File: src/rtl/wb_result_arbiter.sv
// wb_result_arbiter: three result queues arbitrated DIV>MUL>ALU with ALU anti-starvation into a registered writeback slot; define WB_ARB_BYPASS_EN to let an input entering an empty queue compete in its arrival cycle
module wb_result_arbiter #(
  parameter int DATA_W       = 64,
  parameter int PC_W         = 40,
  parameter int FIFO_DEPTH   = 2,
  parameter int STARVE_LIMIT = 4
) (
  input  logic              clk_i,
  input  logic              rst_i,
  input  logic              kill_i,
  input  logic              alu_valid_i,
  output logic              alu_ready_o,
  input  logic [4:0]        alu_rd_i,
  input  logic [DATA_W-1:0] alu_result_i,
  input  logic [PC_W-1:0]   alu_pc_i,
  input  logic              mul_valid_i,
  output logic              mul_ready_o,
  input  logic [4:0]        mul_rd_i,
  input  logic [DATA_W-1:0] mul_result_i,
  input  logic [PC_W-1:0]   mul_pc_i,
  input  logic              div_valid_i,
  output logic              div_ready_o,
  input  logic [4:0]        div_rd_i,
  input  logic [DATA_W-1:0] div_result_i,
  input  logic [PC_W-1:0]   div_pc_i,
  output logic              wb_valid_o,
  output logic              wb_we_o,
  output logic [4:0]        wb_rd_o,
  output logic [DATA_W-1:0] wb_result_o,
  output logic [PC_W-1:0]   wb_pc_o,
  output logic [1:0]        wb_src_o
);
  localparam int AW = (FIFO_DEPTH > 1) ? $clog2(FIFO_DEPTH) : 1;
  localparam int CW = $clog2(FIFO_DEPTH + 1);
  localparam int SW = $clog2(STARVE_LIMIT + 1);
  localparam int EW = 5 + DATA_W + PC_W;
  logic [EW-1:0] mem [3][FIFO_DEPTH];
  logic [AW-1:0] wptr [3];
  logic [AW-1:0] rptr [3];
  logic [CW-1:0] cnt [3];
  logic [EW-1:0] din [3];
  logic [EW-1:0] head [3];
  logic [2:0] vld, rdy, push, has, grant;
  logic [SW-1:0] starve;
  logic [1:0] src;
  logic [EW-1:0] win;
  logic promote;
  assign din[0] = {alu_rd_i, alu_result_i, alu_pc_i};
  assign din[1] = {mul_rd_i, mul_result_i, mul_pc_i};
  assign din[2] = {div_rd_i, div_result_i, div_pc_i};
  assign vld = {div_valid_i, mul_valid_i, alu_valid_i};
  assign {div_ready_o, mul_ready_o, alu_ready_o} = rdy;
  assign wb_we_o = wb_valid_o & (wb_rd_o != 5'd0);
  always_comb begin
    for (int s = 0; s < 3; s++) begin
      rdy[s]  = cnt[s] != CW'(FIFO_DEPTH);
      push[s] = vld[s] & rdy[s] & ~kill_i;
`ifdef WB_ARB_BYPASS_EN
      has[s]  = (cnt[s] != '0) | push[s];
`else
      has[s]  = cnt[s] != '0;
`endif
      head[s] = (cnt[s] != '0) ? mem[s][rptr[s]] : din[s];
    end
    promote = has[0] & (starve == SW'(STARVE_LIMIT));
    grant   = promote ? 3'b001 : has[2] ? 3'b100 : has[1] ? 3'b010 : {2'b00, has[0]};
    src     = grant[2] ? 2'd2 : grant[1] ? 2'd1 : 2'd0;
    win     = head[src];
  end
  always_ff @(posedge clk_i) begin
    for (int s = 0; s < 3; s++)
      if (push[s]) mem[s][wptr[s]] <= din[s];
  end
  // a bypassed entry is written and popped in the same edge, leaving occupancy unchanged
  always_ff @(posedge clk_i) begin
    if (rst_i || kill_i) begin
      for (int s = 0; s < 3; s++) begin
        wptr[s] <= '0;
        rptr[s] <= '0;
        cnt[s]  <= '0;
      end
      starve      <= '0;
      wb_valid_o  <= 1'b0;
      wb_src_o    <= '0;
      wb_rd_o     <= '0;
      wb_result_o <= '0;
      wb_pc_o     <= '0;
    end else begin
      for (int s = 0; s < 3; s++) begin
        wptr[s] <= wptr[s] + AW'(push[s]);
        rptr[s] <= rptr[s] + AW'(grant[s]);
        cnt[s]  <= cnt[s] + CW'(push[s]) - CW'(grant[s]);
      end
      starve     <= (!has[0] || grant[0]) ? '0 : (starve == SW'(STARVE_LIMIT)) ? starve : starve + SW'(1);
      wb_valid_o <= |has;
      if (|has) begin
        wb_src_o                        <= src;
        {wb_rd_o, wb_result_o, wb_pc_o} <= win;
      end
    end
  end
endmodule

File: config.mk
export PLATFORM = sky130hd
export DESIGN_NAME = wb_result_arbiter
export DESIGN_NICKNAME = d
export VERILOG_FILES = /design/src/rtl/wb_result_arbiter.sv
export SDC_FILE = /design/constraint.sdc
export NUM_CORES = 1
export LEC_CHECK = 0
export CORE_ASPECT_RATIO = 0.5
export CORE_MARGIN = 2
export CORE_UTILIZATION = 54
export DETAILED_ROUTE_END_ITERATION = 6
export PLACE_DENSITY = 0.79
export RECOVER_POWER = 50
export SYNTH_ARGS = -nofsm -noshare
export SYNTH_HDL_FRONTEND = slang
export SYNTH_SLANG_ARGS = --single-unit
File: constraint.sdc
create_clock -name clk_i -period 5.3 [get_ports clk_i]
set_input_delay 1.06 -clock clk_i [delete_from_list [all_inputs] [get_ports clk_i]]
set_output_delay 1.06 -clock clk_i [all_outputs]
set_load 0.03 [all_outputs]
# Yosys cells after proc, flatten, opt, wreduce, memory -nomap -nowiden
# Memories as Yosys holds them, arrays and structs flattened.
# Index checks and enable logic that the tools add are counted.
dict set report op_classes {
  n_div 0
  eq_ne 4
  n_addsub 13
  magnitude_cmp 10
  shift 0
  n_bitwise 25
  mux 44
  n_reduce_logical 12
  mul 0
}
# op n
set op_table {}
lappend op_table {{$mux 109} 17}
lappend op_table {{$mux 218} 3}
lappend op_table {{$demux 109 s1} 3}
lappend op_table {{$bmux 109 s2} 1}
lappend op_table {{$mux 1} 13}
lappend op_table {{$ge 2x2->1 const B} 6}
lappend op_table {{$not 1->2} 6}
lappend op_table {{$mux 2} 5}
lappend op_table {{$or 1x1->1} 9}
lappend op_table {{$and 1x1->1} 8}
lappend op_table {{$add 1x1->1} 6}
lappend op_table {{$add 2x1->2} 3}
lappend op_table {{$lt 2x1->1 const B} 3}
lappend op_table {{$mux 3} 2}
lappend op_table {{$ne 2x2->1 const B} 3}
lappend op_table {{$reduce_bool 2->1} 3}
lappend op_table {{$sub 2x1->2} 3}
lappend op_table {{$reduce_bool 5->1} 1}
lappend op_table {{$add 3x1->3 const B} 1}
lappend op_table {{$eq 3x3->1 const B} 1}
lappend op_table {{$ge 3x3->1 const B} 1}
lappend op_table {{$logic_and 1x1->1} 3}
lappend op_table {{$not 2->3} 1}
lappend op_table {{$reduce_or 3->1} 1}
lappend op_table {{other kinds (4)} 5}
dict set report word_totals {
  in_bits 333
  wordCells 118
  ramBits 666
  latchBits 0
  output_inout_bits 116
  regBits 115
  n_memories 4
  mem_bits_ro 0
}
# memory depth word_bits read_ports rd_ports_with_merged_regs write_ports line_no
set mem_list {}
lappend mem_list {mem 3 218 3 0 3 37} ;# logic [EW-1:0] mem [3][FIFO_DEPTH];
lappend mem_list {cnt 3 2 3 0 3 40} ;# logic [CW-1:0] cnt [3];
lappend mem_list {rptr 3 1 3 0 3 39} ;# logic [AW-1:0] rptr [3];
lappend mem_list {wptr 3 1 3 0 3 38} ;# logic [AW-1:0] wptr [3];

# Logic depth before layout (Yosys ltp)
dict set report logic_depth {
  word_depth 10
  ltp_mapped 11
  ltp_nobuf 10
}

# Worst setup path before layout
# OpenSTA, ideal clock, no wires.
dict set report synth_timing {
  path_type {input port to flip-flop}
  start {in kill_i}
  end {mem mem[0][545] in the netlist's numbering (enable)}
  path_buffers 0
  setup_slack_ns 0.919
  stages 2
  t_arrival_ns 3.900
  required_ns 4.819
  setup_ns 0.481
  path_cell_list {and3b_1 > ha_1}
}
# item line_no
set synth_lines {}
lappend synth_lines {{from (decl)} 10} ;# input logic kill_i,
lappend synth_lines {{to (decl)} 37}

==> results.toml <==
[outcome]
status = "finished with violations"
violations = "max-capacitance violations, max-slew violations"

[drt]
finalWirelength_um = 75100
wl_per_cell_um = 24.5
drc_errors = 0
viasPerCell = 5.82
drt_pass1_iterations = 6
antenna_left = 0
via_count = 17857
drt_iter0_drc = 1558

[timing]
setup_viol = 0
clock-skew-final_ns = 0.0282
hold_viol = 0
tns_ns = 0
max_slew_margin_pct = -10.3
clock.fmax_mhz = 272
finalMaxSlewViolations = 60
period_needed_ns = 3.67
tightest_slew_ns = 1.65
rsz0062_at_grt = "no"
fin_crit_sh_pct = 69.3

[cells_and_area]
fillers = 3485
utilization_pct = 68.6
syn_to_final_growth_pct = 25.2
layoutNonFillerInstCount = 3069
nNetsFinal = 2615
layout-drive-gt1-share_pct = 10.3

[setup_path]
r2r_cells = 4
crit_chain = "dlygate4sd3_1, and3b_1, ha_1, buf_4"
cp.buffers_inverters = 2
end_kind = "flop"
slowest_delay_ns = 1.29
crit_type = "in2reg"
crit_required_ns = 5.52
reg2reg_from = "cnt[0][4]"
cp.arrival_ns = 3.89
critical_path.top_delay_family = "adder cells"
cp_slowest_cell = "ha_1"
ff2ff_setup_slack_ns = 2.13
cp-start-kind = "primary input"
timing.rr.end = "mem[0][478]"
cp_max_fo = 33

[synth]
ys_seq_elements = 781
synth_edf_count = 654
synth_top_area_share_pct = 66.6
avgSynthCellArea_um2 = 15.9
yosysTopAreaCell = "edfxtp_1"
synth.top_cells.by_count = "654 x edfxtp_1, 218 x mux2i_1, 127 x dfxtp_1, 127 x nor2_1, 112 x o21ai_0"
synthFlopType = "edfxtp_1"
ys_seq_area_share_pct = 75.2
ys_warn_count = 0
synthCells = 1852
syn-cell-area_mm2 = 0.0295
yosysMostFrequentCell = "edfxtp_1"
async_reset_ff_share_pct = 0
synth.area.top_cells = "edfxtp_1 67%, dfxtp_1 8.6%, mux2i_1 7.4%"
syn-num-nets = 2197
yosysUniqueCellTypes = 33

[clock_tree]
post_cts.repair.setup_buffers = 0
clk_path_buf_depth = 3
clkLatencyLatePin_ns = 0.60
cts_resized = 0
clock-sinks = 781
ctsHoldBuffers = 0
cts_root_buf = "clkbuf_16"
numCtsBuffers = 68
htree_levels = 3
cts_tree = "done"
clk_pin_slew_ns = 0.06

[job]
maxCapViolations = 2

[placement]
dpl.cell_count = 2913
io_buffers = 448
dpl.hpwl_um = 47100
gp_congestion = 0.844

[power_and_ir_drop]
power_frac_seq_pct = 54.4
p_leak_nw = 11.6
p_clk_share_pct = 37.1
power_density_mw_per_mm2 = 347
swShare_pct = 22.2
p_int_w = 0.00996
comb_power_share_pct = 8.6
p_sw_w = 0.00284
irDropWorstVdd_mv = 0.195

[min_path]
whs_path_depth = 2
hp-class = "reg2reg"
hold_path_end = "wb_src_o[0]"
min_from = "wb_src_o[0]"

[global_routing]
grt_pass1_vias = 18151
antenna_found_initial = 52
overflow = 0
track_usage_pct = 25.7
grt_pass1_wl_um = 109000
grt_max_degree = 110

[floorplan]
die_x_um = 335
io_pins = 449
die-area_mm2 = 0.0566
core-area_mm2 = 0.0538
initial_utilization_pct = 54.8
row_count = 60
dieHeight_um = 169
area by class of cell:
| type | instances | area [um^2] | share of cell area [%] |
|---|---|---|---|
| clock buffer | 101 | 1970 | 5.33 |
| multi-input combinational | 942 | 6860 | 18.6 |
| clock inverter | 20 | 125 | 0.339 |
| inverter | 7 | 26.3 | 0.0711 |
| timing repair buffer | 470 | 4790 | 13.0 |
| tap | 713 | 892 | 2.41 |
| antenna | 35 | 87.6 | 0.237 |
| sequential | 781 | 22200 | 60.1 |
worst max-delay path by stage:
stage | startpoint | end | slack (ns) | cells past startpoint
after floorplan | kill_i | mem[0][545] | 0.92 | 2
after global placement | kill_i | mem[0][317] | 1.84 | 4
after detailed placement | kill_i | mem[0][408] | 1.81 | 4
after CTS | wb_rd_o[0] | wb_we_o | 1.96 | 3
after global routing | kill_i | mem[0][599] | 1.49 | 4
final | kill_i | mem[0][478] | 1.63 | 4
power by group through the flow:
| stage | combinational, W | sequential (W) | clock (W) |
|---|---|---|---|
| after floorplan | 0.000504 | 0.00715 | 0 |
| after global placement | 0.00112 | 0.00708 | 0 |
| after detailed placement | 0.00114 | 0.00709 | 0 |
| after CTS | 0.00115 | 0.00696 | 0.00479 |
| after global routing | 0.00116 | 0.00697 | 0.00504 |
| final | 0.00110 | 0.00696 | 0.00475 |
placed cells by master, fill, tap and decap left out, types with 21 or more instances in the layout:
master,Yosys,routed
edfxtp_1,654,654
o21ai_0,112,112
a22oi_1,109,109
mux2_2,109,109
nor3_1,110,110
diode_2,0,35
mux2i_1,218,218
nor2_1,127,125
a21oi_1,111,111
clkbuf_16,0,70
clkbuf_1,79,21
dlygate4sd3_1,0,328
clkdlybuf4s50_1,0,120
dfxtp_1,127,124
through the flow:
step                      area (um^2)  setup WS, ns  hold WS (ns)  total power (W)
after floorplan                 29500         0.919         0.522          0.00765
after global routing            36900          1.49         0.569           0.0132
after CTS                       36900          1.96         0.531           0.0129
after detailed placement        34800          1.81         0.506          0.00823
after global placement          34800          1.84         0.473          0.00820
final                           36900          1.63         0.524           0.0128
layer usage:
metal / wire, um / global-route usage (%) / vias up / part of all wire [%]
met5: 0 / 0 / - / 0
met4: 3540 / 14.1 / 0 / 4.7
met3: 3910 / 3.72 / 200 / 5.2
met2: 39900 / 45.8 / 680 / 53
met1: 27700 / 30.3 / 8980 / 37
li1: - / - / 7997 / -
cells by family (layout without fill, tap and decap cells):
group | count (synthesis) | after routing | synth area share (%)
fa+ha+maj | 12 | 12 | 0.509
xor+xnor | 8 | 8 | 0.237
compound gates | 336 | 336 | 6.67
simple gates | 259 | 259 | 4.02
mux | 327 | 327 | 11.6
other cells | 0 | 35 | 0
buf+inv | 129 | 598 | 1.82
flops | 781 | 781 | 75.2
worst reg2reg max path: stages, from the launching register on:
cell and delay, ns:
dfxtp_1 0.44, nand2b_1 0.20, and3b_1 0.24, ha_1 1.29
buf_4 0.64
registers in the layout, indices dropped and copies added (netlist names), 3 cells and up:
signal       cells
wb_pc_o         40
cnt              6
starve           3
rptr             3
mem            654
wb_rd_o          5
wb_result_o     64
wptr             3
Power figures use the tool's default switching activity.
